## src/rtl/aes_enc_scheduler.sv

```systemverilog
`timescale 1ns/1ps
// Two-requester scheduler in front of one AES encryption core and its key-expansion unit.
// Build macro AES_SCHED_TIMEOUT_EN adds a RUN watchdog that returns an error response.

module aes_enc_scheduler #(
  parameter int unsigned KEY_SETTLE     = 2,
  parameter int unsigned TIMEOUT_CYCLES = 64,
  localparam int unsigned DATA_W        = 128
) (
  input  logic              clk,
  input  logic              reset_n,
  input  logic              req0_valid,
  output logic              req0_ready,
  input  logic [DATA_W-1:0] req0_key,
  input  logic [DATA_W-1:0] req0_pt,
  input  logic              req1_valid,
  output logic              req1_ready,
  input  logic [DATA_W-1:0] req1_key,
  input  logic [DATA_W-1:0] req1_pt,
  output logic              rsp_valid,
  input  logic              rsp_ready,
  output logic              rsp_id,
  output logic [DATA_W-1:0] rsp_data,
  output logic              rsp_err,
  output logic              busy,
  output logic              set_new_key,
  output logic [DATA_W-1:0] key_in,
  output logic [DATA_W-1:0] plain_text,
  output logic              start,
  input  logic              ready_enc,
  input  logic              done_enc,
  input  logic [DATA_W-1:0] cipher_text
);

  // One counter serves both the key-settle wait and the RUN watchdog.
  localparam int unsigned TMO_BITS = $clog2(TIMEOUT_CYCLES + 1);
  localparam int unsigned CNT_W    = (TMO_BITS > 4) ? TMO_BITS : 4;

  typedef enum logic [2:0] {
    IDLE, KEY_LOAD, KEY_WAIT, START, RUN, RESP
  } state_e;

  state_e              state_q, state_d;
  logic [DATA_W-1:0]   key_q, key_d;
  logic [DATA_W-1:0]   pt_q, pt_d;
  logic                id_q, id_d;
  logic [DATA_W-1:0]   loaded_key_q, loaded_key_d;
  logic                key_valid_q, key_valid_d;
  logic                last_grant_q, last_grant_d;
  logic [CNT_W-1:0]    cnt_q, cnt_d;
  logic                done_q;
  logic [DATA_W-1:0]   rsp_data_q, rsp_data_d;
  logic                grant;
`ifdef AES_SCHED_TIMEOUT_EN
  logic                rsp_err_q, rsp_err_d;
`endif

  // State register and job context
  always_ff @(posedge clk or negedge reset_n) begin
    if (!reset_n) begin
      state_q      <= IDLE;
      key_q        <= '0;
      pt_q         <= '0;
      id_q         <= 1'b0;
      loaded_key_q <= '0;
      key_valid_q  <= 1'b0;
      last_grant_q <= 1'b1;
      cnt_q        <= '0;
      done_q       <= 1'b0;
      rsp_data_q   <= '0;
`ifdef AES_SCHED_TIMEOUT_EN
      rsp_err_q    <= 1'b0;
`endif
    end else begin
      state_q      <= state_d;
      key_q        <= key_d;
      pt_q         <= pt_d;
      id_q         <= id_d;
      loaded_key_q <= loaded_key_d;
      key_valid_q  <= key_valid_d;
      last_grant_q <= last_grant_d;
      cnt_q        <= cnt_d;
      done_q       <= done_enc;
      rsp_data_q   <= rsp_data_d;
`ifdef AES_SCHED_TIMEOUT_EN
      rsp_err_q    <= rsp_err_d;
`endif
    end
  end

  // Next-state, grant and core-strobe logic
  always_comb begin
    state_d      = state_q;
    key_d        = key_q;
    pt_d         = pt_q;
    id_d         = id_q;
    loaded_key_d = loaded_key_q;
    key_valid_d  = key_valid_q;
    last_grant_d = last_grant_q;
    cnt_d        = cnt_q;
    rsp_data_d   = rsp_data_q;
`ifdef AES_SCHED_TIMEOUT_EN
    rsp_err_d    = rsp_err_q;
`endif
    grant        = 1'b0;
    req0_ready   = 1'b0;
    req1_ready   = 1'b0;
    set_new_key  = 1'b0;
    start        = 1'b0;

    case (state_q)
      IDLE: begin
        if (req0_valid || req1_valid) begin
          // Round-robin only matters when both ask in the same cycle.
          grant      = (req0_valid && req1_valid) ? ~last_grant_q : req1_valid;
          req0_ready = ~grant;
          req1_ready = grant;
          key_d      = grant ? req1_key : req0_key;
          pt_d       = grant ? req1_pt  : req0_pt;
          id_d       = grant;
          state_d    = (!key_valid_q || (key_d != loaded_key_q)) ? KEY_LOAD : START;
        end
      end
      KEY_LOAD: begin
        set_new_key  = 1'b1;
        loaded_key_d = key_q;
        key_valid_d  = 1'b1;
        cnt_d        = '0;
        state_d      = KEY_WAIT;
      end
      KEY_WAIT: begin
        if (cnt_q == CNT_W'(KEY_SETTLE - 1)) begin
          cnt_d   = '0;
          state_d = START;
        end else begin
          cnt_d = cnt_q + CNT_W'(1);
        end
      end
      START: begin
        if (ready_enc) begin
          start   = 1'b1;
          cnt_d   = '0;
          state_d = RUN;
        end
      end
      RUN: begin
        // Edge-detect so a held done_enc level is captured once.
        if (done_enc && !done_q) begin
          rsp_data_d = cipher_text;
`ifdef AES_SCHED_TIMEOUT_EN
          rsp_err_d  = 1'b0;
`endif
          state_d    = RESP;
        end
`ifdef AES_SCHED_TIMEOUT_EN
        else if (cnt_q == CNT_W'(TIMEOUT_CYCLES - 1)) begin
          rsp_data_d  = '0;
          rsp_err_d   = 1'b1;
          key_valid_d = 1'b0;
          state_d     = RESP;
        end else begin
          cnt_d = cnt_q + CNT_W'(1);
        end
`endif
      end
      RESP: begin
        if (rsp_ready) begin
          last_grant_d = id_q;
          state_d      = IDLE;
        end
      end
      default: state_d = IDLE;
    endcase
  end

  assign key_in     = key_q;
  assign plain_text = pt_q;
  assign rsp_valid  = (state_q == RESP);
  assign rsp_id     = id_q;
  assign rsp_data   = rsp_data_q;
  assign busy       = (state_q != IDLE);
`ifdef AES_SCHED_TIMEOUT_EN
  assign rsp_err    = rsp_err_q;
`else
  assign rsp_err    = 1'b0;
`endif

endmodule

```

## config.mk

```make
export PLATFORM = sky130hd
export DESIGN_NAME = aes_enc_scheduler
export DESIGN_NICKNAME = d
export VERILOG_FILES = /design/src/rtl/aes_enc_scheduler.sv
export SDC_FILE = /design/constraint.sdc
export NUM_CORES = 1
export LEC_CHECK = 0
export BUFFER_PORTS_ARGS = -buffer_cell sky130_fd_sc_hd__buf_2
export CAP_MARGIN = 20
export CORE_AREA = 5 5 406 408
export CTS_CLUSTER_DIAMETER = 200
export CTS_CLUSTER_SIZE = 16
export DETAILED_ROUTE_END_ITERATION = 6
export DIE_AREA = 0 0 411 413
export PLACE_DENSITY = 0.4
export SLEW_MARGIN = 30
export SYNTH_ARGS = -nofsm -noshare
export SYNTH_HDL_FRONTEND = slang
export SYNTH_SLANG_ARGS = --single-unit
```

## constraint.sdc

```tcl
create_clock -name clk -period 6.3 [get_ports clk]
set_input_delay 1.89 -clock clk [delete_from_list [all_inputs] [get_ports clk]]
set_output_delay 1.89 -clock clk [all_outputs]
set_load 0.05 [all_outputs]
```

---- Word-level counts from Yosys, hierarchy flattened ----
Cells that the tools add are included.
operators by class
  bitwise operators ....................... 2
  mux-type cells .......................... 20
  equal/unequal tests ..................... 12
  reduce and logical (&&, ||, !) cells .... 14
  add/sub/neg operators ................... 1
operator list
  cell                 number
  $mux 128             2
  $ne 128x128->1       1
  $pmux 7 s3           1
  $pmux 3 s6           1
  $mux 3               5
  $mux 7               2
  $mux 1               8
  $ne 2x2->1 const B   4
  $reduce_and 2->1     4
  $add 7x1->7 const B  1
  $eq 7x1->1 const B   1
  $eq 3x2->1 const B   2
  $eq 3x3->1 const B   2
  $reduce_bool 3->1    2
  $reduce_and 5->1     1
  $eq 3x1->1 const B   1
  $logic_not 3->1      1
  $logic_and 1x1->1    2
  $logic_not 1->1      2
  $logic_or 1x1->1     2
  $mux 2               1
  $ne 2x1->1 const B   1
  $not 1->1            2
word-level totals
  register bits after elaboration ......... 526
  bits of input ports ..................... 647
  logic and storage cells ................. 59

---- Depth between registers and ports, before layout ----
Gate-level depths: netlist of run 1.
  word-level depth ........................ 8
  mapped depth ............................ 14

---- Worst setup path after synthesis of run 1 ----
Ideal clock, no wire load.
  kind .................................... input-to-output
  from .................................... input req1_valid
  to ...................................... output req0_ready
  slack ................................... 253 ps
  path buffers ............................ 9
  stages .................................. 11
  data required time ...................... 4,410 ps
  arrival ................................. 4,157 ps
  cell sequence ........................... a21boi_2 > buf_6 > buf_12 > buf_8 > buf_6 > buf_4 > buf_4 > buf_2 > buf_2 > buf_2 > nor2_1
between the ends
  word-level cells in the longest chain between the ends .. 5
  elaborated cells between the ends (all ways) .. 6
  classes of those cells .................. 3 x mux; 1 x bitwise; 2 x reduce/logical
ends and longest elaborated chain
  item               RTL line  RTL
  from (decl)        16        input logic req1_valid,
  $logic_and 1x1->1  115       grant = (req0_valid && req1_valid) ? ~last_grant_q : req1_valid;
  $mux 1             115
  $not 1->1          116       req0_ready = ~grant;
  $mux 1 (*)         113       if (req0_valid || req1_valid) begin
  $mux 1 (*)         111       case (state_q)
  to (decl)          13        output logic req0_ready,
Mark *: on every way between the ends. The rest lies on a longest branch, timed or not.

---- Worst setup path in the final report of run 1 ----
  from .................................... input req1_valid
  to ...................................... output req1_ready
between the ends
  word-level cells in the longest chain between the ends .. 4
  elaborated cells between the ends (all ways) .. 5
  classes of those cells .................. 3 x mux; 2 x reduce/logical
ends and longest elaborated chain
  item               RTL line  RTL
  $logic_and 1x1->1  115
  $mux 1             115
  $mux 1 (*)         113
  $mux 1 (*)         111
  to (decl)          17        output logic req1_ready,
Marked as above.

==> results of run 1 <==
-- worst paths after layout --
path                               from              to  depth (start not counted)
min reg2reg                 key_valid_q     key_valid_q                          1
min in group asynchronous       reset_n   rsp_data[100]                          1
min                         key_valid_q     key_valid_q                          1
max reg2reg                last_grant_q      state_q[1]                          9
max                          req1_valid      req1_ready                          4
max in group asynchronous       reset_n  plain_text[83]                          2
-- cell families after synthesis --
kind of cell,after synthesis
adder cells (fa/ha/maj),2
XOR/XNOR,61
buffers and inverters,182
AND/OR/NAND/NOR,411
AO/OA/AOI/OAI,554
flip-flops,526
other,1
multiplexers,350
-- routing by layer --
layer	wire length (um)	GRT usage (%)	up-vias
met2	66300	25.5	664
li1	-	-	9424
met4	2580	2.92	24
met5	158	0	-
met3	9590	4.14	109
met1	57200	19.4	10700
-- stage by stage --
step / power, W / instance area [um2] / util, % / worst slack (ns) / hold slack, ns
after floorplan: 0.0127 / 23400 / - / 0.253 / 0.440
after global placement: 0.0166 / 31100 / 19.3 / 0.647 / 0.454
after detailed placement: 0.0167 / 31100 / 19.3 / 0.631 / 0.454
after CTS: 0.0193 / 32200 / 19.9 / 1.20 / 0.474
after global routing: 0.0199 / 32200 / 19.9 / 1.20 / 0.503
final: 0.0189 / 32200 / 20.0 / 1.30 / 0.472
-- synth_stat cells (all sizes together), types with 2 or more instances --
library cell    n
dfrtp         525
nand2         306
o21ai         300
mux2          234
a22oi         135
mux2i         116
clkbuf        107
xor2           44
inv            43
nor2           42
buf            32
a21oi          27
o22ai          21
xnor2          17
a221oi         14
nand4          12
nor4           11
nand3          10
o221ai         10
o211ai          7
nor3            6
o2111ai         6
o2bb2ai         5
a211oi          4
and2            4
nand2b          4
nor2b           4
a2111oi         3
o31ai           3
a21o            2
a221o           2
a222oi          2
a22o            2
a2bb2oi         2
ha              2
nor3b           2
o21bai          2
or2             2
or3             2
or4             2
-- power by group through the flow --
stage               registers [W]  logic [W]  clock network (W)
floorplan                 0.00981    0.00293                  0
global placement          0.00615     0.0105                  0
detailed placement        0.00617     0.0105                  0
CTS                       0.00612     0.0105            0.00264
global route              0.00631     0.0109            0.00274
finish                    0.00612     0.0103            0.00250
-- area by class of cell --
type | instances | area, um2 | share of cell area, %
inverter | 43 | 161 | 0.501
multi-input combinational | 1379 | 9490 | 29.5
antenna | 28 | 70.1 | 0.217
clock buffer | 46 | 1010 | 3.14
tap | 2175 | 2720 | 8.44
sequential | 526 | 13200 | 40.8
timing repair buffer | 1074 | 5580 | 17.3
clock inverter | 2 | 32.5 | 0.101
-- sequential cells by signal, indices dropped and copies added, names as in the netlist --
signal and cells:
cnt_q 7, done_q 1, key_in 128, key_valid_q 1, last_grant_q 1, loaded_key_q 128, plain_text 128, rsp_data 128
rsp_id 1, state_q 3
==> results by group, run 1 <==
Die
  • Row count: roughly 150
  • Placeable Area: between 150000 and 200000 um2
  • Initial Util: ~15%
  • # IOs: ~1000
  • DIE HEIGHT: a little over 400 um
  • Die area: between 150000 and 200000 um2
  • Die Width: between 400 and 500 um

Timing
  • Setup TNS: 0 ns
  • Fmax: 0.200 GHz
  • Slew Viols, Final: 0
  • RSZ-0062 raised after global routing: false
  • Final min period: roughly 5 ns
  • Worst slew pin tran: about 1.0 ns
  • Final Cycle Share: around four fifths
  • Setup Skew: roughly 0.036 ns
  • Final setup fails: 0
  • Relative slew slack: roughly 30%
  • Hold Violations, Final: 0

Critical path
  • Max incr delay on CP: between 0.6 and 0.7 ns
  • Crit end category: primary output
  • Required @ worst endpoint: 4.41 ns
  • CP startpoint kind: primary input
  • Critical Path, Cell by Cell: buf_2 > a21bo_2 > nor2_1 > buf_2
  • CP max stage cell: a21bo_2
  • R2R Setup Slk: between 2 and 2.5 ns
  • Buf+Inv Stages, Crit Path: 2
  • Worst EP arrival: 3.11 ns
  • Cell family with most CP delay: compound AO/OA/AOI/OAI gates
  • Maximum fanout along the worst path: 13
  • CP Class: primary input to primary output
  • Most used cell, CP: buf_2

Logic synthesis
  • Synth top area share: 56.1%
  • Synth Area in Adders: less than 1%
  • Ys Warns: 0
  • Mapped Area: 23400 um2
  • Synth area leader: dfrtp_1
  • Post-Syn Area per Cell: roughly 11 um2
  • Synth Area in Simple Gates: between 7 and 8%
  • Seq/Total Area, Yosys: between 50% and 60%
  • Yosys cell types: 62
  • Syn Nets: between 2000 and 3000
  • Post-Synth XOR/XNOR Area: around 2.3%
  • Largest family of logic cells by synthesized area: multiplexers
  • Ys async rst share: 100%
  • Mux cell area share after synthesis: between 10% and 20%
  • Post-Syn Instances: ~2100
  • Area contributors post-synth: dfrtp_1 (56%), mux2_2 (11%), o21ai_0 (6.4%)
  • EDFF count, synth: 0
  • Primary FF master, synth: dfrtp_1
  • Synth Register Bits: 526
  • Compound-Gate Fraction of Synth Area: roughly 15%

Final layout
  • Layout cells sized above 1: between 40% and 50%
  • Leading cell type in the layout, fill and taps excluded: buf_2
  • NumNets Final: about 3700
  • Commonest cells after routing, fill and taps aside: buf_2 (1036), dfrtp_1 (525), nand2_1 (305)
  • Final non-filler cell total: 5273
  • Area growth syn-to-layout: 37.7%
  • Fill cell count: 18000

Power
  • Leakage: about 16 nW
  • Psw: roughly 0.01 W
  • Power Density: 586 nW/um2
  • Max IR drop VDD: 307 uV
  • Sequential fraction of design power: roughly a third
  • Gate power share: between 50% and 60%
  • Internal power: around 0.0086 W
  • Switching portion of total power: 54.3%
  • Clock share of power: around an eighth

Detailed routing
  • Via count: 20900
  • Final wirelength: about 140000 um
  • Routed wire per std cell: between 20 and 30 um
  • Vias per inst: 3.96
  • First-pass DRT Iterations: 6
  • DRC: 0
  • Number of DRC markers in iteration 0: about 1400
  • Detail Route Antenna Nets: 0

Placed design
  • Placer Congestion: slightly below 0.9
  • Dpl hpwl: 111000 um
  • Placed Cells: about 5200
  • I/O Buffers: between 1000 and 1500

CTS
  • H-tree depth: 2
  • Clk_lat worst skew: between 0.6 and 0.7 ns
  • Setup Buffers After CTS: 0
  • Clock-pin transition on the worst setup and hold timing paths: about 0.080 ns
  • Clock buffer count from CTS: 38
  • Clock Path Buffers: 3
  • Cts repair resizes: 0
  • Clk sinks: 526
  • TritonCTS clock tree: built
  • Hold_buf cts: 0
  • Clk root buf: clkbuf_16

GRT
  • Grt total ovfl: 0
  • First-pass GRT wire length: 179000 um
  • Initial antenna violation count: 57
  • GR Util All Layers: around 15%
  • Vias in the first global route: approximately 21000
  • Largest net degree at the start of global routing: 199

Job
  • Max cap viols: 0

Run status
  • Outcome: complete, no violations

Min path
  • Tightest Hold Check Type: flop to flop
Note: power is estimated with default switching activity, not from simulation.
==> inputs of run 2 (changes only) <==
--- a/config.mk
+++ b/config.mk
@@ -12,7 +12,7 @@
 export CTS_CLUSTER_SIZE = 16
 export DETAILED_ROUTE_END_ITERATION = 6
 export DIE_AREA = 0 0 411 413
-export PLACE_DENSITY = 0.4
+export PLACE_DENSITY = 0.41
 export SLEW_MARGIN = 30
 export SYNTH_ARGS = -nofsm -noshare
 export SYNTH_HDL_FRONTEND = slang
==> constraint.sdc (replaced) <==
create_clock -name clk -period 4.1 [get_ports clk]
set_input_delay 1.23 -clock clk [delete_from_list [all_inputs] [get_ports clk]]
set_output_delay 1.23 -clock clk [all_outputs]
set_load 0.05 [all_outputs]
==> run 2 against run 1 <==
Wire length about the same. Combinational power up 56%. Highest routed layer unchanged. Sequential power up 54%. Critical path type is now primary input to flop.
==> results by group, run 2 (synthesis gave the netlist of run 1 again) <==
Timing
  • Setup Skew: 0.0279 ns (was 0.0364 ns)
  • Hold_ws: 0.473 ns (was 0.472 ns)
  • Final Cycle Share: 93.8%
  • Relative slew slack: 38.1% (was 30.2%)
  • Setup WS post-layout: 0.253 ns (was 1.30 ns)
  • Worst slew pin tran: 0.919 ns (was 1.05 ns)
  • Setup TNS: 0 ns (unchanged)
  • Fmax: around 0.26 GHz
  • Final setup fails: 0 (unchanged)
  • Slew Viols, Final: 0 (unchanged)
  • Final min period: slightly below 4 ns
  • Hold Violations, Final: 0 (unchanged)

Detailed routing
  • Vias per inst: 3.96 (about the same)
  • DRC: 0 (unchanged)
  • First-pass DRT Iterations: 5 (was 6)
  • Detail Route Antenna Nets: 0 (unchanged)
  • Final wirelength: 136000 um (about the same)
  • Number of DRC markers in iteration 0: 1382 (was 1413)
  • Routed wire per std cell: 25.4 um (was 25.8 um)
  • Via count: 21200 (was 20900)

GRT
  • Grt total ovfl: 0 (unchanged)
  • GR Util All Layers: 15.1% (about the same)
  • Vias in the first global route: 21100 (was 21000)
  • Initial antenna violation count: 61 (was 57)
  • First-pass GRT wire length: 180000 um (was 179000 um)
  • Largest net degree at the start of global routing: 177 (was 199)

CTS
  • Cts repair resizes: 0 (unchanged)
  • Clock-pin transition on the worst setup and hold timing paths: 0.09 ns (was 0.08 ns)
  • TritonCTS clock tree: built (unchanged)
  • Clk_lat worst skew: 0.62 ns (about the same)
  • Clk root buf: clkbuf_16 (unchanged)
  • Hold_buf cts: 0 (unchanged)
  • Clock Path Buffers: 3 (unchanged)
  • H-tree depth: 2 (unchanged)
  • Clk sinks: 526 (unchanged)
  • Clock buffer count from CTS: 38 (unchanged)

Final layout
  • Area growth syn-to-layout: 40.7% (was 37.7%)
  • Fill cell count: 17900 (was 18000)
  • Leading cell type in the layout, fill and taps excluded: buf_2 (unchanged)
  • Layout cells sized above 1: 45.9% (was 44.4%)
  • NumNets Final: 3799 (was 3711)
  • Commonest cells after routing, fill and taps aside: buf_2 (1036), dfrtp_1 (525), nand2_1 (305) (unchanged)

Critical path
  • Worst EP arrival: 4.38 ns (was 3.11 ns)
  • Required @ worst endpoint: 4.63 ns (was 4.41 ns)
  • CP startpoint kind: primary input (unchanged)
  • Maximum fanout along the worst path: 6 (was 13)
  • Crit end category: flop (was primary output)
  • Reg-to-Reg Start: last_grant_q (unchanged)
  • Critical Path Start: req0_valid (was req1_valid)
  • CP Class: primary input to flop (was primary input to primary output)

Placed design
  • Placer Congestion: 0.885 (was 0.867)
  • I/O Buffers: 1037 (unchanged)
  • Setup WS pre-CTS: -0.672 ns (was 0.631 ns)
  • Dpl hpwl: 112000 um (was 111000 um)

Die
  • Die Width: 411 um (unchanged)
  • DIE HEIGHT: 413 um (unchanged)
  • Initial Util: 14.5% (unchanged)
  • # IOs: 1039 (unchanged)
  • Row count: 148 (unchanged)
  • Die area: 170000 um2 (unchanged)
  • Placeable Area: 161000 um2 (unchanged)

Power
  • Leakage: 16.2 nW (was 15.8 nW)
  • Power Density: 889 nW/um2 (was 586 nW/um2)
  • Max IR drop VDD: 612 uV (was 307 uV)
  • Tot Pwr: 0.0293 W (was 0.0189 W)

Min path
  • Hold_sp: plain_text[56] (was key_valid_q)
  • Tightest Hold Check Type: flop to flop (unchanged)

Job
  • Max cap viols: 0 (unchanged)

Run status
  • Outcome: complete, no violations (unchanged)
-- run 2: cell types whose count changed in the layout (fill, tap and decap cells not counted) --
| cell | before | now |
|---|---|---|
| diode_2 | 28 | 18 |
| buf_4 | 29 | 110 |
| buf_12 | 8 | 15 |
| a211oi_1 | 3 | 4 |
| clkinv_8 | 2 | 1 |
| inv_6 | 0 | 2 |
| clkbuf_16 | 39 | 38 |
| nor2_1 | 41 | 40 |
| a211oi_2 | 1 | 0 |
| nor2_4 | 1 | 2 |
-- run 2: metrics by stage --
stage	util [%]	instance area, um2	std cells
final	20.4	32900	5351
after global routing	20.4	32900	5338
after CTS	20.4	32900	5332
after detailed placement	19.8	31900	5284
after global placement	19.8	31900	5284
after floorplan	-	23500	2087
-- run 2: layout make-up --
cell class | instances | area [um2] | share of cell area, %
diodes | 18 | 45.0 | 0.137
clock buffers | 45 | 987 | 3.00
clock inverters | 3 | 33.8 | 0.103
inverters | 43 | 161 | 0.490
multi-input cells | 1379 | 9500 | 28.8
flip-flops and latches | 526 | 13200 | 40.0
well taps | 2175 | 2720 | 8.26
repair buffers | 1162 | 6330 | 19.2
-- run 2: final timing paths --
| kind | to | cells after the start | slack (ns) |
|---|---|---|---|
| worst max-delay path | state_q[1] | 12 | 0.25 |
| worst min-delay path | plain_text[56] | 2 | 0.47 |
| worst max register to register | state_q[1] | 11 | 0.62 |
| worst min register to register | plain_text[56] | 2 | 0.47 |
| max in group asynchronous | rsp_data[80] | 2 | 2.42 |
| min in group asynchronous | rsp_data[118] | 1 | 0.63 |
-- run 2: critical path, cell delays in order --
cell	delay [ns]
buf_2	0.13
a21boi_4	0.27
buf_4	0.23
mux2i_1	0.27
xor2_1	0.20
buf_4	0.21
nand4_1	0.38
buf_4	0.30
nor4_1	0.21
nand4_1	0.14
or4_1	0.56
o31ai_1	0.24
-- run 2: per-layer routing --
layer,routed length [um],track usage [%],up-vias
met3,9290,3.77,153
li1,-,-,9570
met4,2940,3.31,22
met5,141,0,-
met1,57700,19.6,10700
met2,65800,25.4,778
-- run 2: where the power goes --
| group | internal (W) | switching, W |
|---|---|---|
| registers | 0.00760 | 0.00181 |
| logic | 0.00413 | 0.0119 |
| clock network | 0.00171 | 0.00210 |
| total | 0.0134 | 0.0158 |
-- run 2: repair_timing --
item                       CTS  global route
setup endpoints to repair    0             1
setup buffers                0             1
hold endpoints to repair     0             0
==> inputs of run 3 (changes only) <==
--- a/config.mk
+++ b/config.mk
@@ -12,7 +12,7 @@
 export CTS_CLUSTER_SIZE = 16
 export DETAILED_ROUTE_END_ITERATION = 6
 export DIE_AREA = 0 0 411 413
-export PLACE_DENSITY = 0.41
+export PLACE_DENSITY = 0.4
 export SLEW_MARGIN = 30
 export SYNTH_ARGS = -nofsm -noshare
 export SYNTH_HDL_FRONTEND = slang
==> constraint.sdc (replaced) <==
create_clock -name clk -period 4.35 [get_ports clk]
set_input_delay 1.305 -clock clk [delete_from_list [all_inputs] [get_ports clk]]
set_output_delay 1.305 -clock clk [all_outputs]
set_load 0.05 [all_outputs]
==> run 3 against run 2 <==
Die area did not move. Non-clock buffer count fell by 19. Clock-buffer cell count rose by 1. Combinational power fell by 7%. Critical path type unchanged. Core utilization fell by 0.090 points. Sequential cell count did not move. Worst hold slack improved by 0.0023 ns. Critical endpoint unchanged. Cell area fell by 0.44%. First-iteration DRC count rose by 2.8%. Clock power fell by 6.6%.
==> results by group, run 3 (synthesis gave the netlist of run 1 again) <==
Timing
  • Fmax: 0.238 GHz
  • Worst slew pin tran: 0.931 ns (was 0.919 ns)
  • Relative slew slack: 37.9% (was 38.1%)
  • Final Cycle Share: a little over nine tenths
  • Setup Skew: 0.0183 ns (was 0.0279 ns)
  • Slew Viols, Final: 0 (unchanged)
  • Final min period: 4.20 ns
  • Final setup fails: 0 (unchanged)
  • Setup TNS: 0 ns (unchanged)
  • Hold Violations, Final: 0 (unchanged)
  • RSZ-0062 raised after global routing: false

Power
  • Max IR drop VDD: 590 uV (was 612 uV)
  • Power Density: 839 nW/um2 (was 889 nW/um2)
  • Leakage: 16.1 nW (was 16.2 nW)

Die
  • DIE HEIGHT: 413 um (unchanged)
  • Row count: 148 (unchanged)
  • Placeable Area: 161000 um2 (unchanged)
  • # IOs: 1039 (unchanged)
  • Initial Util: 14.5% (unchanged)
  • Die area: 170000 um2 (unchanged)
  • Die Width: 411 um (unchanged)

GRT
  • Largest net degree at the start of global routing: 164 (was 177)
  • Vias in the first global route: 21000 (was 21100)
  • Grt total ovfl: 0 (unchanged)
  • Initial antenna violation count: 63 (was 61)
  • GR Util All Layers: 15.2% (was 15.1%)
  • First-pass GRT wire length: 181000 um (was 180000 um)

Final layout
  • Layout cells sized above 1: 45.6% (was 45.9%)
  • Leading cell type in the layout, fill and taps excluded: buf_2 (unchanged)
  • Commonest cells after routing, fill and taps aside: buf_2 (1036), dfrtp_1 (525), nand2_1 (305) (unchanged)
  • Final Cell Area: 32800 um2 (was 32900 um2)
  • NumNets Final: 3780 (was 3799)
  • Fill cell count: 17900 (about the same)
  • Multi-input logic area: 9500 um2 (unchanged)
  • Sequential standard cell area: 13200 um2 (unchanged)
  • Area growth syn-to-layout: 40.1% (was 40.7%)

CTS
  • Clock-pin transition on the worst setup and hold timing paths: 0.08 ns (was 0.09 ns)
  • H-tree depth: 2 (unchanged)
  • Clk_lat worst skew: 0.61 ns (was 0.62 ns)
  • Cts repair resizes: 0 (unchanged)
  • Setup Buffers After CTS: 0 (unchanged)
  • Clk sinks: 526 (unchanged)
  • TritonCTS clock tree: built (unchanged)
  • Hold_buf cts: 0 (unchanged)
  • Clock Path Buffers: 3 (unchanged)
  • Clk root buf: clkbuf_16 (unchanged)
  • Clock buffer count from CTS: 38 (unchanged)

Placed design
  • I/O Buffers: 1037 (unchanged)
  • Dpl hpwl: 114000 um (was 112000 um)
  • DP Area: 31700 um2 (was 31900 um2)
  • Placer Congestion: 0.870 (was 0.885)

Job
  • Max cap viols: 0 (unchanged)

Detailed routing
  • Detail Route Antenna Nets: 0 (unchanged)
  • DRC: 0 (unchanged)
  • First-pass DRT Iterations: 7 (was 5)
  • Routed wire per std cell: 25.8 um (was 25.4 um)
  • Vias per inst: 3.94 (was 3.96)
  • Final wirelength: 138000 um (was 136000 um)
  • Via count: 21000 (was 21200)
  • Number of DRC markers in iteration 0: 1421 (was 1382)

Critical path
  • CP max stage cell: nor4_1 (was or4_1)
  • CP startpoint kind: primary input (unchanged)
  • Required @ worst endpoint: 4.86 ns (was 4.63 ns)
  • CP Class: primary input to flop (unchanged)
  • R2R Setup Slk: 0.60 ns (was 0.62 ns)
  • Critical Path, Cell by Cell: buf_2 > a21boi_4 > buf_12 > buf_4 > mux2i_1 > a22oi_1 > o211ai_1 > nor4_1 > buf_4 > nand4_1 > or4_1 > o31ai_1 (was buf_2 > a21boi_4 > buf_4 > mux2i_1 > xor2_1 > buf_4 > nand4_1 > buf_4 > nor4_1 > nand4_1 > or4_1 > o31ai_1)
  • Reg-to-Reg Start: last_grant_q (unchanged)
  • Max incr delay on CP: 0.69 ns (was 0.56 ns)
  • Most used cell, CP: buf_4 (unchanged)
  • Worst Reg-to-Reg Cells: 11 (unchanged)
  • Worst EP arrival: 4.71 ns (was 4.38 ns)
  • Crit Reg-Reg Endpoint: state_q[1] (unchanged)
  • Maximum fanout along the worst path: 19 (was 6)
  • Crit end category: flop (unchanged)

Min path
  • Hold Path End: plain_text[78] (was plain_text[56])
  • WHS Path Cells: 2 (unchanged)
  • Tightest Hold Check Type: flop to flop (unchanged)
  • Hold_sp: plain_text[78] (was plain_text[56])

Run status
  • Outcome: complete, no violations (unchanged)
run 3: cell count changes in the layout (fill, tap and decap cells not counted):
cell,before,now
buf_4,110,91
clkbuf_16,38,39
clkinv_8,1,0
diode_2,18,17
inv_6,2,1
run 3: cell type report:
type | instances | share of cell area, %
sequential | 526 | 40.1
multi-input combinational | 1379 | 29.0
clock inverter | 1 | 0.0267
clock buffer | 46 | 3.09
inverter | 43 | 0.492
timing repair buffer | 1143 | 18.9
tap | 2175 | 8.30
antenna | 17 | 0.130
run 3: power breakdown:
part           switching [W]  internal (W)  leakage, nW
clock                0.00192       0.00164        0.500
sequential           0.00176       0.00717         6.61
combinational         0.0112       0.00383         9.00
run 3: per-stage QoR:
stage	hold WS (ns)	power, W	util [%]	instances	setup WS [ns]
2_1_floorplan	0.440	0.0185	-	2087	0.0326
3_3_place_gp	0.452	0.0243	19.7	5266	-0.470
3_5_place_dp	0.459	0.0243	19.7	5266	-0.462
4_1_cts	0.478	0.0280	20.3	5313	0.200
5_1_grt	0.505	0.0290	20.3	5319	0.0263
6_report	0.475	0.0275	20.3	5330	0.149
run 3: how the worst max path moves through the flow:
stage	startpoint	endpoint	slack, ns	cells past startpoint
6_report	req0_valid	state_q[1]	0.15	12
5_1_grt	req1_valid	state_q[1]	0.03	12
3_3_place_gp	req0_valid	state_q[1]	-0.47	12
2_1_floorplan	req1_valid	req0_ready	0.03	11
3_5_place_dp	req0_valid	state_q[1]	-0.46	12
4_1_cts	req0_valid	state_q[1]	0.20	12
run 3: worst max-delay path, delay by kind of cell:
family                 cells  cell delay [ns]
muxes                      1             0.19
AOI/OAI and AO/OA          4             0.94
and+or+nand+nor            3             1.31
buffers and inverters      4             0.92
run 3: routing by layer:
layer	track usage [%]	routed length, um	vias to the layer above
met5	0	143	-
met4	3.25	3000	22
met3	4.17	9550	143
met2	25.5	66500	697
met1	19.7	58400	10600
li1	-	-	9545
